### config.mk
export PLATFORM = sky130hd
export DESIGN_NAME = fix_field_parser
export DESIGN_NICKNAME = d
export VERILOG_FILES = /design/src/rtl/fix_field_parser.sv
export SDC_FILE = /design/constraint.sdc
export NUM_CORES = 1
export LEC_CHECK = 0
export ABC_AREA = 1
export BUFFER_PORTS_ARGS = -buffer_cell sky130_fd_sc_hd__buf_2
export CAP_MARGIN = 20
export CORE_ASPECT_RATIO = 0.9
export CORE_MARGIN = 10
export CORE_UTILIZATION = 28
export DETAILED_ROUTE_END_ITERATION = 7
export HOLD_SLACK_MARGIN = 0.15
export PLACE_DENSITY = 0.45
export RECOVER_POWER = 50
export SYNTH_ARGS = -nofsm -noshare
export SYNTH_HDL_FRONTEND = slang
export SYNTH_SLANG_ARGS = --single-unit
### constraint.sdc
create_clock -name clk -period 4.9 [get_ports clk]
set_input_delay 0 -clock clk [delete_from_list [all_inputs] [get_ports clk]]
set_output_delay 0 -clock clk [all_outputs]
set_load 0.01 [all_outputs]
### src/rtl/fix_field_parser.sv
// fix_field_parser: splits an ASCII FIX byte stream (tag '=' value SOH) into
// a binary tag plus a valid/ready stream of value bytes with a last marker.
// A one-byte hold register keeps the newest value byte back until its
// successor (or SOH) arrives, so the final byte can be flagged with last.
// Optional build macro FIX_CHECKSUM_EN adds the tag-10 checksum check;
// without it chk_done and chk_ok are tied low.
module fix_field_parser #(
    parameter int TAG_W       = 16,
    parameter int MAX_VAL_LEN = 32,
    parameter int LEN_W       = 8
) (
    input  logic             clk,
    input  logic             reset,
    input  logic             enable,
    input  logic [7:0]       din,
    input  logic             ready,
    output logic             in_ready,
    output logic [7:0]       dout,
    output logic             valid,
    output logic             last,
    output logic [TAG_W-1:0] tag,
    output logic             tag_valid,
    output logic [LEN_W-1:0] field_len,
    output logic             err,
    output logic [1:0]       err_code,
    output logic             chk_done,
    output logic             chk_ok
);

    localparam logic [7:0] SOH   = 8'h01;
    localparam logic [7:0] EQ    = 8'h3D;
    // Four extra bits cover acc*10+9 for any in-range accumulator value.
    localparam int         ACC_W = TAG_W + 4;

    typedef enum logic [1:0] {
        S_TAG,
        S_VALUE,
        S_SKIP
    } state_t;

    state_t             state_reg;
    logic [TAG_W-1:0]   tag_acc_reg;
    logic               tag_seen_reg;   // at least one tag digit received
    logic               tag_ovf_reg;    // tag exceeded 2**TAG_W-1 (sticky)
    logic [7:0]         hold_reg;
    logic               hold_full_reg;
    logic [LEN_W-1:0]   cnt_reg;
    logic [7:0]         dout_reg;
    logic               valid_reg;
    logic               last_reg;
    logic [TAG_W-1:0]   tag_reg;
    logic               tag_valid_reg;
    logic [LEN_W-1:0]   field_len_reg;
    logic               err_reg;
    logic [1:0]         err_code_reg;

    logic               accept;
    logic               is_digit;
    logic               is_soh;
    logic [ACC_W-1:0]   acc_ext;
    logic               acc_over;

    // A byte may enter whenever the output slot is empty or draining this cycle.
    assign in_ready = !valid_reg || ready;
    assign accept   = enable && in_ready;
    assign is_digit = (din >= 8'h30) && (din <= 8'h39);
    assign is_soh   = (din == SOH);
    assign acc_ext  = ACC_W'(tag_acc_reg) * ACC_W'(10) + ACC_W'(din[3:0]);
    assign acc_over = |acc_ext[ACC_W-1:TAG_W];

    assign dout      = dout_reg;
    assign valid     = valid_reg;
    assign last      = last_reg;
    assign tag       = tag_reg;
    assign tag_valid = tag_valid_reg;
    assign field_len = field_len_reg;
    assign err       = err_reg;
    assign err_code  = err_code_reg;

    // Parser FSM with registered outputs, hold register and output register.
    always_ff @(posedge clk) begin
        if (reset) begin
            state_reg     <= S_TAG;
            tag_acc_reg   <= '0;
            tag_seen_reg  <= 1'b0;
            tag_ovf_reg   <= 1'b0;
            hold_reg      <= '0;
            hold_full_reg <= 1'b0;
            cnt_reg       <= '0;
            dout_reg      <= '0;
            valid_reg     <= 1'b0;
            last_reg      <= 1'b0;
            tag_reg       <= '0;
            tag_valid_reg <= 1'b0;
            field_len_reg <= '0;
            err_reg       <= 1'b0;
            err_code_reg  <= 2'd0;
        end else begin
            tag_valid_reg <= 1'b0;
            err_reg       <= 1'b0;
            err_code_reg  <= 2'd0;
            // Beat consumed; a new beat loaded below overrides this clear.
            if (valid_reg && ready) begin
                valid_reg <= 1'b0;
            end
            if (accept) begin
                case (state_reg)
                    S_TAG: begin
                        if (is_digit) begin
                            tag_seen_reg <= 1'b1;
                            if (!tag_ovf_reg) begin
                                if (acc_over) begin
                                    tag_ovf_reg <= 1'b1;
                                end else begin
                                    tag_acc_reg <= acc_ext[TAG_W-1:0];
                                end
                            end
                        end else begin
                            tag_acc_reg  <= '0;
                            tag_seen_reg <= 1'b0;
                            tag_ovf_reg  <= 1'b0;
                            if (din == EQ && tag_seen_reg && !tag_ovf_reg) begin
                                tag_reg       <= tag_acc_reg;
                                tag_valid_reg <= 1'b1;
                                cnt_reg       <= '0;
                                hold_full_reg <= 1'b0;
                                state_reg     <= S_VALUE;
                            end else begin
                                err_reg      <= 1'b1;
                                err_code_reg <= (din == EQ) ? 2'd2 : 2'd1;
                                state_reg    <= S_SKIP;
                            end
                        end
                    end
                    S_VALUE: begin
                        if (is_soh) begin
                            // Empty value: nothing held, so no beat at all.
                            if (hold_full_reg) begin
                                dout_reg      <= hold_reg;
                                valid_reg     <= 1'b1;
                                last_reg      <= 1'b1;
                                field_len_reg <= cnt_reg;
                            end
                            hold_full_reg <= 1'b0;
                            state_reg     <= S_TAG;
                        end else if (cnt_reg == LEN_W'(MAX_VAL_LEN)) begin
                            // Too long: drop this byte and the held one, no last beat.
                            hold_full_reg <= 1'b0;
                            err_reg       <= 1'b1;
                            err_code_reg  <= 2'd3;
                            state_reg     <= S_SKIP;
                        end else begin
                            if (hold_full_reg) begin
                                dout_reg  <= hold_reg;
                                valid_reg <= 1'b1;
                                last_reg  <= 1'b0;
                            end
                            hold_reg      <= din;
                            hold_full_reg <= 1'b1;
                            cnt_reg       <= cnt_reg + LEN_W'(1);
                        end
                    end
                    default: begin
                        if (is_soh) begin
                            state_reg <= S_TAG;
                        end
                    end
                endcase
            end
        end
    end

`ifdef FIX_CHECKSUM_EN
    logic [7:0]  sum_reg;
    logic [7:0]  snap_reg;
    logic [15:0] chk_val_reg;
    logic        mid_field_reg;   // a byte of the current field was already seen
    logic        chk_done_reg;
    logic        chk_ok_reg;
    logic        in_tag10;

    assign in_tag10 = (state_reg == S_VALUE) && (tag_reg == TAG_W'(10));
    assign chk_done = chk_done_reg;
    assign chk_ok   = chk_ok_reg;

    // Running byte sum, per-field snapshot and tag-10 value comparison.
    always_ff @(posedge clk) begin
        if (reset) begin
            sum_reg       <= '0;
            snap_reg      <= '0;
            chk_val_reg   <= '0;
            mid_field_reg <= 1'b0;
            chk_done_reg  <= 1'b0;
            chk_ok_reg    <= 1'b0;
        end else begin
            chk_done_reg <= 1'b0;
            chk_ok_reg   <= 1'b0;
            if (accept) begin
                if (!mid_field_reg) begin
                    snap_reg <= sum_reg;
                end
                mid_field_reg <= !is_soh;
                sum_reg       <= sum_reg + din;
                if (!in_tag10) begin
                    chk_val_reg <= '0;
                end else if (is_soh) begin
                    // Result pulse rides with the final beat of the tag-10 value.
                    if (hold_full_reg) begin
                        chk_done_reg <= 1'b1;
                        chk_ok_reg   <= (chk_val_reg == {8'd0, snap_reg});
                    end
                    chk_val_reg <= '0;
                    sum_reg     <= '0;
                end else if (is_digit) begin
                    chk_val_reg <= chk_val_reg * 16'd10 + 16'(din[3:0]);
                end
            end
        end
    end
`else
    assign chk_done = 1'b0;
    assign chk_ok   = 1'b0;
`endif

endmodule

==> out/summary.txt, run 1 <==
STATUS
-------------------------------------------------------------------------------------------
Status                                                                         complete, no violations

CLOCK NETWORK
-------------------------------------------------------------------------------------------
Number of gates resized after cts                                                         0
H-tree levels                                                                             3
Deepest clock path buffer count                                                           2
Number of CTS-inserted buffers                                                            9
Number of clock sinks                                                                    75
Clock network latency to the later pin of the worst-skew pair                       0.33 ns
Root buffer cell                                                                  clkbuf_16
TritonCTS clock tree                                                                    yes
Clock-pin slew on the worst setup and hold paths                                    0.06 ns

STA
-------------------------------------------------------------------------------------------
Layout Skew                                                                       0.0115 ns
Max Fclk                                                                            289 MHz
Share of the clock period used by the worst path                                      0.706
Max Transition Viols Final                                                                0
Hold Vio Cnt, Final                                                                       0
RSZ-0062 raised after global routing                                                  false
Worst slew pin tran                                                                0.972 ns
Worst rel slew slack                                                                  0.350
Final-layout setup total negative slack                                                0 ns
Min Clock Period, post-route                                                        3.46 ns
Final setup vio count                                                                     0

WORST SETUP PATH
-------------------------------------------------------------------------------------------
Critical path start-end classification                                         flop to flop
Worst flop-to-flop path startpoint                                             tag_acc_reg[1]$_SDFFE_PP0P_
Destination of the worst register-to-register timing path                      tag_acc_reg[7]$_SDFFE_PP0P_
Top fanout value on the critical path                                                    24
R2R Setup Slk                                                                       1.44 ns
Timing startpoint of the critical path                                         tag_acc_reg[1]$_SDFFE_PP0P_
Number of cell instances on the worst register-to-register path                          22
Arrival time of data at the critical path endpoint                                  3.68 ns
Kind of capture point of the worst setup path                                          flop
Critical path launch point type                                                        flop
Required time worst endpoint                                                        5.12 ns

DIE
-------------------------------------------------------------------------------------------
Area of the core                                                                 16,400 um2
I/O pin count                                                                            53
Std cell rows                                                                            44
Vertical die dimension                                                               143 um
Die Wd                                                                               157 um
Effective utilization at floorplan                                                    0.288
Area of the die                                                                  22,400 um2

YOSYS
-------------------------------------------------------------------------------------------
Post-synthesis simple-gate area fraction                                              0.334
Adder-cell area share of the yosys netlist                                           0.0961
Compound-Gate Fraction of Synth Area                                                  0.130
Largest family of logic cells by synthesized area                              simple AND/OR/NAND/NOR gates
Yosys synthesis warning count                                                             0
Number of synthesized register bits                                                      75
Mux cell area share after synthesis                                                       0
Share of the yosys chip area belonging to registers                                   0.318
Number of different library cells in the post-synthesis netlist                          38
Post-synth design cell area                                                        4710 um2
Mean cell area of the mapped netlist                                               6.68 um2
Synth Instances                                                                         706
Post-Synth XOR/XNOR Area                                                            0.00902

GLOBAL ROUTE
-------------------------------------------------------------------------------------------
Maximum number of pins on one net before global-route repair                             33
Global-route wire length before repair                                            21,500 um
Overflow after GRT                                                                        0
Via count of the first global-routing pass                                            4,405
Tot GR Track Use                                                                      0.115
Number of antenna violations at the first check in global routing                         0

ROUTE
-------------------------------------------------------------------------------------------
Average detailed-routed wire length per instance                                    13.2 um
Via Count                                                                             4,450
Count of unresolved DRC violations after routing                                          0
Number of antenna-violating nets in the routed design                                     0
Wirelength, routed                                                                12,800 um
DR pass1 iterations                                                                       7
Number of design-rule violations left by the first detailed-router iteration            214
Vias per Instance                                                                      4.58

CELLS AND AREA
-------------------------------------------------------------------------------------------
Most common cell after layout, fill and taps aside                                  nand2_1
Fin nets                                                                                807
Layout overhead on the synthesized area                                               17.1%
Commonest non-fill, non-tap cells in the layout                                nand2_1 (156), inv_1 (104), nor2_1 (83)
Share of layout cells above drive strength 1                                         0.0812
Area taken by multi-input logic gates                                              2690 um2
Number of fill cells in the layout                                                    1,766
Seq. cell area                                                                     1500 um2
Number of inserted diodes                                                                 0

PLACE
-------------------------------------------------------------------------------------------
Final HPWL from detailed placement                                                10,300 um
Final GP Congestion                                                                   0.905
Quantity of I/O buffers inserted on ports                                                50

WORST HOLD PATH
-------------------------------------------------------------------------------------------
Hold_sp                                                                        hold_reg[5]$_SDFFE_PP0P_
Sink of the worst hold path                                                    dout[5]$_SDFFE_PP0P_
Count of cells along the worst hold path                                                  2
Kind of path behind the tightest hold check                                    flop to flop

PWR
-------------------------------------------------------------------------------------------
Worst-case vdd ir drop                                                           0.000174 V
Areal power density over the cells                                               357 nW/um2
Total power                                                                         1970 uW
Leak pwr                                                                         0.00255 uW

JOB
-------------------------------------------------------------------------------------------
Count of maximum capacitance violations                                                   0

==> power by group <==
part,internal [uW],leakage [uW],switching [uW]
combinational,172,0.00177,356
clock,496,0.000166,260
sequential,643,0.000608,44.9
total,1310,0.00255,661
==> synthesized netlist by cell type (all sizes together) <==
master  instances  area, um2
o21ai          40        200
o211ai          1       7.51
ha             33        413
dfxtp          75       1500
nor3b           1       7.51
nor3            9       45.0
nand2         171        689
nor2b           1       6.26
inv           110        413
nand3b          3       22.5
fa              2       40.0
nor4            1       6.26
nor2           93        399
a21oi          44        220
o21a            3       22.5
clkbuf         11       41.3
a211oi         18        135
a21boi          1       7.51
or2             1       6.26
nand4          17        106
nand3          52        275
a31oi           3       18.8
and3            1       6.26
and2            1       6.26
xor2            4       42.6
conb            1       3.75
buf             9       71.3
==> per-layer routing <==
| metal | global-route usage | up-vias | wire length (um) |
|---|---|---|---|
| li1 | - | 2387 | - |
| met1 | 0.158 | 1994 | 6560 |
| met2 | 0.183 | 61 | 5610 |
| met3 | 0.0237 | 8 | 562 |
| met4 | 0.0184 | 0 | 75 |
| met5 | 0 | - | 0 |
==> final cells by class <==
class	count	area share
well taps	207	0.0469
multi-input cells	502	0.488
clock buffers	9	0.0408
repair buffers	62	0.0576
inverters	110	0.0748
clock inverters	6	0.0204
flip-flops and latches	75	0.272
==> timing repair <==
item	CTS	global route
buffers inserted	0	0
endpoints found under the hold margin	14	0
hold buffers	11	0
==> worst max-delay path: stages, from the launching register on <==
cell and delay, ns:
dfxtp_1 0.45, ha_1 0.28, ha_1 0.26, fa_1 0.55, nand2_1 0.08, nor2_1 0.08
nand2_1 0.07, nand2_1 0.06, nand2_1 0.09, nor2_4 0.15, inv_2 0.06, nor2_2 0.11
nand2_1 0.08, nor2_2 0.12, nand2_1 0.07, nand2_1 0.07, nand2_2 0.06, nor2_4 0.18
nand2_4 0.10, nand2_4 0.21, nand2_1 0.09, nand2_1 0.07, nor2_1 0.05
==> metrics by stage <==
step	instance area, um2	hold WS (ns)	setup WS [ns]	utilization	std cells
4_1_cts	5570	0.453	1.41	0.341	971
3_5_place_dp	5120	0.305	1.44	0.313	945
5_1_grt	5520	0.479	1.04	0.338	971
3_3_place_gp	5120	0.303	1.54	0.313	945
6_report	5520	0.450	1.44	0.338	971
2_1_floorplan	4720	0.122	1.83	-	707
==> how the worst max path moves through the flow <==
stage	slack, ns	cells past startpoint	to
5_1_grt	1.04	22	tag_acc_reg[10]$_SDFFE_PP0P_
2_1_floorplan	1.83	23	tag_acc_reg[11]$_SDFFE_PP0P_
3_5_place_dp	1.44	22	tag_acc_reg[7]$_SDFFE_PP0P_
3_3_place_gp	1.54	22	tag_acc_reg[11]$_SDFFE_PP0P_
4_1_cts	1.41	22	tag_acc_reg[7]$_SDFFE_PP0P_
6_report	1.44	22	tag_acc_reg[7]$_SDFFE_PP0P_
==> cells by family (layout without fill, tap and decap cells) <==
kind of cell,after synthesis,after routing
DFF,75,75
other,1,2
buffers and inverters,130,187
AOI/OAI and AO/OA,110,110
adders and majority gates,35,35
and+or+nand+nor,351,351
xor gates and xnor gates,4,4
Note: power is estimated with default switching activity, not from simulation.
==> run 2: changes to the inputs <==
Clock period 4.9 ns to 3.5 ns, I/O delays scaled along.
==> run 2 against run 1 <==
Via count is 1.3% higher. Sequential share of layout area is 0.72 points lower. Setup slack worse by 1.1 ns. Cell area is 2.7% higher. Critical endpoint is now tag_acc_reg[0]$_SDFFE_PP0P_. Largest power group unchanged.
==> out/summary.txt, run 2 (same netlist as run 1, synthesis figures left out) <==
CLOCK NETWORK
-------------------------------------------------------------------------------------------
Number of CTS-inserted buffers                                                            9   unchanged
H-tree levels                                                                             3   unchanged
TritonCTS clock tree                                                                    yes   unchanged
Clock-pin slew on the worst setup and hold paths                                    0.06 ns   about the same
Number of clock sinks                                                                    75   unchanged
Deepest clock path buffer count                                                           2   unchanged
Root buffer cell                                                                  clkbuf_16   unchanged
Clock network latency to the later pin of the worst-skew pair                       0.33 ns   about the same

GLOBAL ROUTE
-------------------------------------------------------------------------------------------
Tot GR Track Use                                                                      0.116   was 0.115
Maximum number of pins on one net before global-route repair                             40   was 33
Overflow after GRT                                                                        0   unchanged
Number of antenna violations at the first check in global routing                         0   unchanged
Global-route wire length before repair                                            21,500 um   about the same
Via count of the first global-routing pass                                            4,306   was 4,405

PWR
-------------------------------------------------------------------------------------------
Total power                                                                         2840 uW   was 1970 uW
Share of total power in combinational logic                                           0.283   was 0.268
Leak pwr                                                                         0.00259 uW   was 0.00255 uW
Power dissipated by switching net loads                                              969 uW   was 661 uW
Areal power density over the cells                                               500 nW/um2   was 357 nW/um2
Fraction of power spent switching nets                                                0.341   was 0.335
Total internal power                                                                1870 uW   was 1310 uW
Worst-case vdd ir drop                                                           0.000257 V   was 0.000174 V
Part of the total power dissipated in sequential elements                             0.337   was 0.349
Clock share of power                                                                  0.379   was 0.383

DIE
-------------------------------------------------------------------------------------------
Std cell rows                                                                            44   unchanged
Area of the die                                                                  22,400 um2   unchanged
I/O pin count                                                                            53   unchanged
Die Wd                                                                               157 um   unchanged
Area of the core                                                                 16,400 um2   unchanged
Effective utilization at floorplan                                                    0.288   unchanged
Vertical die dimension                                                               143 um   unchanged

STA
-------------------------------------------------------------------------------------------
Layout Skew                                                                      0.00671 ns   was 0.0115 ns
Worst rel slew slack                                                                  0.485   was 0.350
RSZ-0062 raised after global routing                                                  false   unchanged
Min Clock Period, post-route                                                        3.19 ns   was 3.46 ns
Worst slew pin tran                                                                0.773 ns   was 0.972 ns
Max Fclk                                                                            313 MHz   was 289 MHz
Max Transition Viols Final                                                                0   unchanged
Share of the clock period used by the worst path                                      0.912   was 0.706
Hold Vio Cnt, Final                                                                       0   unchanged
Final-layout setup total negative slack                                                0 ns   unchanged
Final setup vio count                                                                     0   unchanged

WORST HOLD PATH
-------------------------------------------------------------------------------------------
Kind of path behind the tightest hold check                                    flop to flop   unchanged

CELLS AND AREA
-------------------------------------------------------------------------------------------
Commonest non-fill, non-tap cells in the layout                                nand2_1 (155), inv_1 (104), nor2_1 (82)   was nand2_1 (156), inv_1 (104), nor2_1 (83)
Number of fill cells in the layout                                                    1,754   was 1,766
Most common cell after layout, fill and taps aside                                  nand2_1   unchanged
Share of layout cells above drive strength 1                                          0.101   was 0.0812
Layout overhead on the synthesized area                                               20.3%   was 17.1%
Fin nets                                                                                818   was 807
Number of inserted diodes                                                                 0   unchanged

WORST SETUP PATH
-------------------------------------------------------------------------------------------
Critical path start-end classification                                         flop to flop   unchanged
Arrival time of data at the critical path endpoint                                  3.39 ns   was 3.68 ns
Required time worst endpoint                                                        3.69 ns   was 5.12 ns
Critical path launch point type                                                        flop   unchanged
Top fanout value on the critical path                                                     7   was 24
Kind of capture point of the worst setup path                                          flop   unchanged

ROUTE
-------------------------------------------------------------------------------------------
Number of antenna-violating nets in the routed design                                     0   unchanged
Sum of met3 wire segment lengths after detailed routing                              538 um   was 562 um
Sum of routed wire segments on met1                                                 6850 um   was 6560 um
DR pass1 iterations                                                                       4   was 7
Vias per Instance                                                                      4.59   was 4.58
Top layer used by detailed routing                                                     met4   unchanged
WL met2                                                                             5760 um   was 5610 um
Average detailed-routed wire length per instance                                    13.5 um   was 13.2 um
Via Count                                                                             4,508   was 4,450
Count of unresolved DRC violations after routing                                          0   unchanged
Number of design-rule violations left by the first detailed-router iteration            279   was 214
Wirelength, routed                                                                13,300 um   was 12,800 um

PLACE
-------------------------------------------------------------------------------------------
Quantity of I/O buffers inserted on ports                                                50   unchanged
Final HPWL from detailed placement                                                10,500 um   was 10,300 um
Final GP Congestion                                                                   0.895   was 0.905

JOB
-------------------------------------------------------------------------------------------
Count of maximum capacitance violations                                                   0   unchanged

STATUS
-------------------------------------------------------------------------------------------
Status                                                                         complete, no violations   unchanged

run 2: cell types whose count changed in the layout (fill, tap and decap cells not counted), moves of 2 or more:
cell,previous run,this run
buf_4,1,8
clkbuf_1,40,43
ha_1,33,29
ha_2,0,2
ha_4,0,2
nand2_8,0,2
run 2: repair_timing:
| item | 4_1_cts | 5_1_grt |
|---|---|---|
| hold buffers | 11 | 0 |
| hold endpoints to repair | 14 | 0 |
| gates resized for setup | 0 | 10 |
| setup buffers | 0 | 3 |
| endpoints found under the setup margin | 0 | 14 |
run 2: worst max-delay path: stages (launching register included):
cell	delay [ns]
dfxtp_1	0.46
ha_1	0.28
ha_1	0.40
nand2_1	0.14
nor2_2	0.24
nand3_1	0.14
nand3_1	0.11
nand2_1	0.05
nand2_1	0.14
nand2_1	0.15
inv_2	0.11
nand3_1	0.07
nand2_1	0.06
nand2_1	0.08
nor2_4	0.18
nand2_4	0.16
buf_4	0.17
nand3_1	0.05
a21oi_1	0.07
run 2: through the flow:
stage	instances	hold slack, ns	setup WS (ns)	area, um2	util
final	983	0.452	0.307	5670	0.347
after global routing	983	0.473	0.0163	5670	0.347
after CTS	978	0.452	0.152	5630	0.344
after detailed placement	951	0.301	0.180	5170	0.316
after global placement	951	0.302	0.240	5170	0.316
after floorplan	707	0.122	0.432	4720	-
run 2: cell type report:
| cell class | instances | area [um2] | area share |
|---|---|---|---|
| clock buffers | 9 | 225 | 0.0397 |
| clock inverters | 7 | 124 | 0.0218 |
| inverters | 110 | 413 | 0.0728 |
| multi-input cells | 504 | 2770 | 0.489 |
| flip-flops and latches | 75 | 1500 | 0.265 |
| well taps | 207 | 259 | 0.0457 |
| repair buffers | 71 | 377 | 0.0664 |
run 2: per-layer routing:
layer | vias to the layer above | track usage
li1 | 2406 | -
met1 | 2008 | 0.161
met2 | 78 | 0.180
met3 | 16 | 0.0246
met4 | 0 | 0.0263
met5 | - | 0
run 2: power groups by stage:
stage	Clock, uW	Combinational [uW]	Sequential [uW]
floorplan	0	600	953
finish	1080	804	957
CTS	1100	763	958
global placement	0	738	978
detailed placement	0	751	977
global route	1140	911	964
run 2: final timing paths:
kind,start,end,slack (ns),depth (start not counted)
setup / recovery,tag_acc_reg[7]$_SDFFE_PP0P_,tag_acc_reg[0]$_SDFFE_PP0P_,0.31,18
hold / removal,hold_reg[5]$_SDFFE_PP0P_,dout[5]$_SDFFE_PP0P_,0.45,2
setup reg to reg,tag_acc_reg[7]$_SDFFE_PP0P_,tag_acc_reg[0]$_SDFFE_PP0P_,0.31,18
hold reg to reg,hold_reg[5]$_SDFFE_PP0P_,dout[5]$_SDFFE_PP0P_,0.45,2
==> run 3: changes to the inputs <==
Settings changed: CORE_UTILIZATION 28 to 52, PLACE_DENSITY 0.45 to 0.7, SKIP_LAST_GASP from default to 1.
==> run 3 against run 2 <==
Sequential power is essentially flat. Final cell count decreased by 9.3%. Hold slack improved by 0.0025 ns.
==> out/summary.txt, run 3 (same netlist as run 1, synthesis figures left out) <==
PWR
-------------------------------------------------------------------------------------------
Worst-case vdd ir drop                                                           0.000177 V   was 0.000257 V
Areal power density over the cells                                               450 nW/um2   was 500 nW/um2
Leak pwr                                                                         0.00252 uW   was 0.00259 uW

STA
-------------------------------------------------------------------------------------------
Final-layout setup total negative slack                                                0 ns   unchanged
Max Transition Viols Final                                                                0   unchanged
Worst slew pin tran                                                                0.875 ns   was 0.773 ns
Layout Skew                                                                       0.0135 ns   was 0.00671 ns
Max Fclk                                                                            309 MHz   was 313 MHz
Hold Vio Cnt, Final                                                                       0   unchanged
Min Clock Period, post-route                                                        3.24 ns   was 3.19 ns
Final setup vio count                                                                     0   unchanged
Share of the clock period used by the worst path                                      0.925   was 0.912
Worst rel slew slack                                                                  0.414   was 0.485

PLACE
-------------------------------------------------------------------------------------------
Area post-placement                                                                5030 um2   was 5170 um2
Final GP Congestion                                                                   0.967   was 0.895
Quantity of I/O buffers inserted on ports                                                50   unchanged
Final HPWL from detailed placement                                                  9190 um   was 10,500 um

WORST SETUP PATH
-------------------------------------------------------------------------------------------
Number of cell instances on the worst register-to-register path                          21   was 18
Kind of capture point of the worst setup path                                          flop   unchanged
Critical path launch point type                                                        flop   unchanged
Top fanout value on the critical path                                                     5   was 7
R2R Setup Slk                                                                       0.26 ns   was 0.31 ns
Worst flop-to-flop path startpoint                                             tag_acc_reg[1]$_SDFFE_PP0P_   was tag_acc_reg[7]$_SDFFE_PP0P_
Required time worst endpoint                                                        3.77 ns   was 3.69 ns
Destination of the worst register-to-register timing path                      tag_acc_reg[0]$_SDFFE_PP0P_   unchanged
Critical path start-end classification                                         flop to flop   unchanged
Arrival time of data at the critical path endpoint                                  3.50 ns   was 3.39 ns

CLOCK NETWORK
-------------------------------------------------------------------------------------------
Clock-pin slew on the worst setup and hold paths                                    0.08 ns   was 0.06 ns
Number of clock sinks                                                                    75   unchanged
Number of CTS-inserted buffers                                                            9   unchanged
Root buffer cell                                                                   clkbuf_8   was clkbuf_16
Clock network latency to the later pin of the worst-skew pair                       0.34 ns   was 0.33 ns
Deepest clock path buffer count                                                           2   unchanged
TritonCTS clock tree                                                                    yes   unchanged
H-tree levels                                                                             3   unchanged

ROUTE
-------------------------------------------------------------------------------------------
Average detailed-routed wire length per instance                                    13.5 um   about the same
Via Count                                                                             4,641   was 4,508
Number of design-rule violations left by the first detailed-router iteration            387   was 279
Number of antenna-violating nets in the routed design                                     0   unchanged
DR pass1 iterations                                                                       5   was 4
Wirelength, routed                                                                12,000 um   was 13,300 um
Count of unresolved DRC violations after routing                                          0   unchanged
Vias per Instance                                                                      5.20   was 4.59

DIE
-------------------------------------------------------------------------------------------
Area of the die                                                                  13,300 um2   was 22,400 um2
I/O pin count                                                                            53   unchanged
Vertical die dimension                                                               110 um   was 143 um
Die Wd                                                                               120 um   was 157 um
Effective utilization at floorplan                                                    0.543   was 0.288
Std cell rows                                                                            32   was 44
Area of the core                                                                   8690 um2   was 16,400 um2

GLOBAL ROUTE
-------------------------------------------------------------------------------------------
Global-route wire length before repair                                            19,200 um   was 21,500 um
Tot GR Track Use                                                                      0.175   was 0.116
Maximum number of pins on one net before global-route repair                             33   was 40
Overflow after GRT                                                                        0   unchanged
Via count of the first global-routing pass                                            4,058   was 4,306
Number of antenna violations at the first check in global routing                         0   unchanged

CELLS AND AREA
-------------------------------------------------------------------------------------------
Commonest non-fill, non-tap cells in the layout                                nand2_1 (156), inv_1 (104), nor2_1 (82)   was nand2_1 (155), inv_1 (104), nor2_1 (82)
Core Util, Final                                                                      0.616   was 0.347
Number of inserted diodes                                                                 0   unchanged
Layout overhead on the synthesized area                                               13.5%   was 20.3%
Share of layout cells above drive strength 1                                         0.0983   was 0.101
Fin nets                                                                                816   was 818
Area of all placed cells without fillers                                           5350 um2   was 5670 um2
Most common cell after layout, fill and taps aside                                  nand2_1   unchanged

JOB
-------------------------------------------------------------------------------------------
Count of maximum capacitance violations                                                   0   unchanged

STATUS
-------------------------------------------------------------------------------------------
Status                                                                         complete, no violations   unchanged

WORST HOLD PATH
-------------------------------------------------------------------------------------------
Sink of the worst hold path                                                    hold_reg[5]$_SDFFE_PP0P_   was dout[5]$_SDFFE_PP0P_
Hold_sp                                                                        hold_reg[5]$_SDFFE_PP0P_   unchanged
Kind of path behind the tightest hold check                                    flop to flop   unchanged
Count of cells along the worst hold path                                                  2   unchanged

-- run 3: changes by cell type in the layout (fill, tap and decap cells not counted), moves of 2 or more --
cell / delta
clkbuf_16: -9
clkbuf_8: +9
clkbuf_1: -3
ha_1: +3
bufinv_16: -2
dfxtp_1: -2
dfxtp_2: +2
ha_4: -2
-- run 3: where the power goes --
| part | switching, uW | internal (uW) | total (uW) |
|---|---|---|---|
| clock network | 327 | 327 | 653 |
| registers | 58.4 | 900 | 958 |
| logic | 525 | 273 | 798 |
-- run 3: cell type report --
type / count / area [um2]
clock buffers: 9 / 124
repair buffers: 70 / 378
clock inverters: 6 / 65.1
well taps: 119 / 149
fillers: 831 / 3340
multi-input cells: 503 / 2720
flip-flops and latches: 75 / 1500
inverters: 110 / 413
-- run 3: worst max path at each step --
| stage | from | end | slack (ns) | cells after the start |
|---|---|---|---|---|
| finish | tag_acc_reg[1]$_SDFFE_PP0P_ | tag_acc_reg[0]$_SDFFE_PP0P_ | 0.26 | 21 |
| CTS | tag_acc_reg[1]$_SDFFE_PP0P_ | tag_acc_reg[7]$_SDFFE_PP0P_ | 0.07 | 22 |
| floorplan | tag_acc_reg[1]$_SDFFE_PP0P_ | tag_acc_reg[11]$_SDFFE_PP0P_ | 0.43 | 23 |
| detailed placement | tag_acc_reg[1]$_SDFFE_PP0P_ | tag_acc_reg[11]$_SDFFE_PP0P_ | 0.08 | 22 |
| global route | tag_acc_reg[1]$_SDFFE_PP0P_ | tag_acc_reg[15]$_SDFFE_PP0P_ | -0.01 | 20 |
| global placement | tag_acc_reg[3]$_SDFFE_PP0P_ | tag_acc_reg[11]$_SDFFE_PP0P_ | 0.24 | 22 |
-- run 3: timing repair --
item,in CTS,in global routing
setup buffers,0,6
endpoints found under the setup margin,0,15
hold endpoints to repair,27,0
hold buffers,11,0
gates resized for setup,0,6
-- run 3: per-stage QoR --
| stage | instances | setup WS [ns] | power (uW) | hold WS, ns |
|---|---|---|---|---|
| 6_report | 892 | 0.262 | 2410 | 0.455 |
| 5_1_grt | 892 | -0.0105 | 2570 | 0.477 |
| 4_1_cts | 885 | 0.0683 | 2380 | 0.457 |
| 3_5_place_dp | 859 | 0.0781 | 1700 | 0.323 |
| 3_3_place_gp | 859 | 0.237 | 1680 | 0.305 |
| 2_1_floorplan | 707 | 0.432 | 1550 | 0.122 |
-- run 3: routing by layer --
metal / GRT usage / part of all wire / up-vias
met5: 0 / 0 / -
met4: 0.0482 / 0.015 / 0
met3: 0.0585 / 0.076 / 18
met2: 0.265 / 0.43 / 128
met1: 0.233 / 0.48 / 2088
li1: - / - / 2407
-- run 3: critical path, stage by stage (launching register included) --
cell     delay, ns
dfxtp_2       0.36
ha_1          0.30
ha_2          0.22
fa_2          0.55
nand2_1       0.07
nor2_1        0.08
nand2_1       0.07
nand2_1       0.06
nand2_1       0.09
nor2_4        0.12
inv_2         0.05
nor2_2        0.11
nand2_1       0.08
nor2_2        0.13
nand2_1       0.07
nand2_1       0.07
nand2_2       0.06
nor2_4        0.16
buf_4         0.15
buf_4         0.09
nand4_1       0.08
a21oi_1       0.19
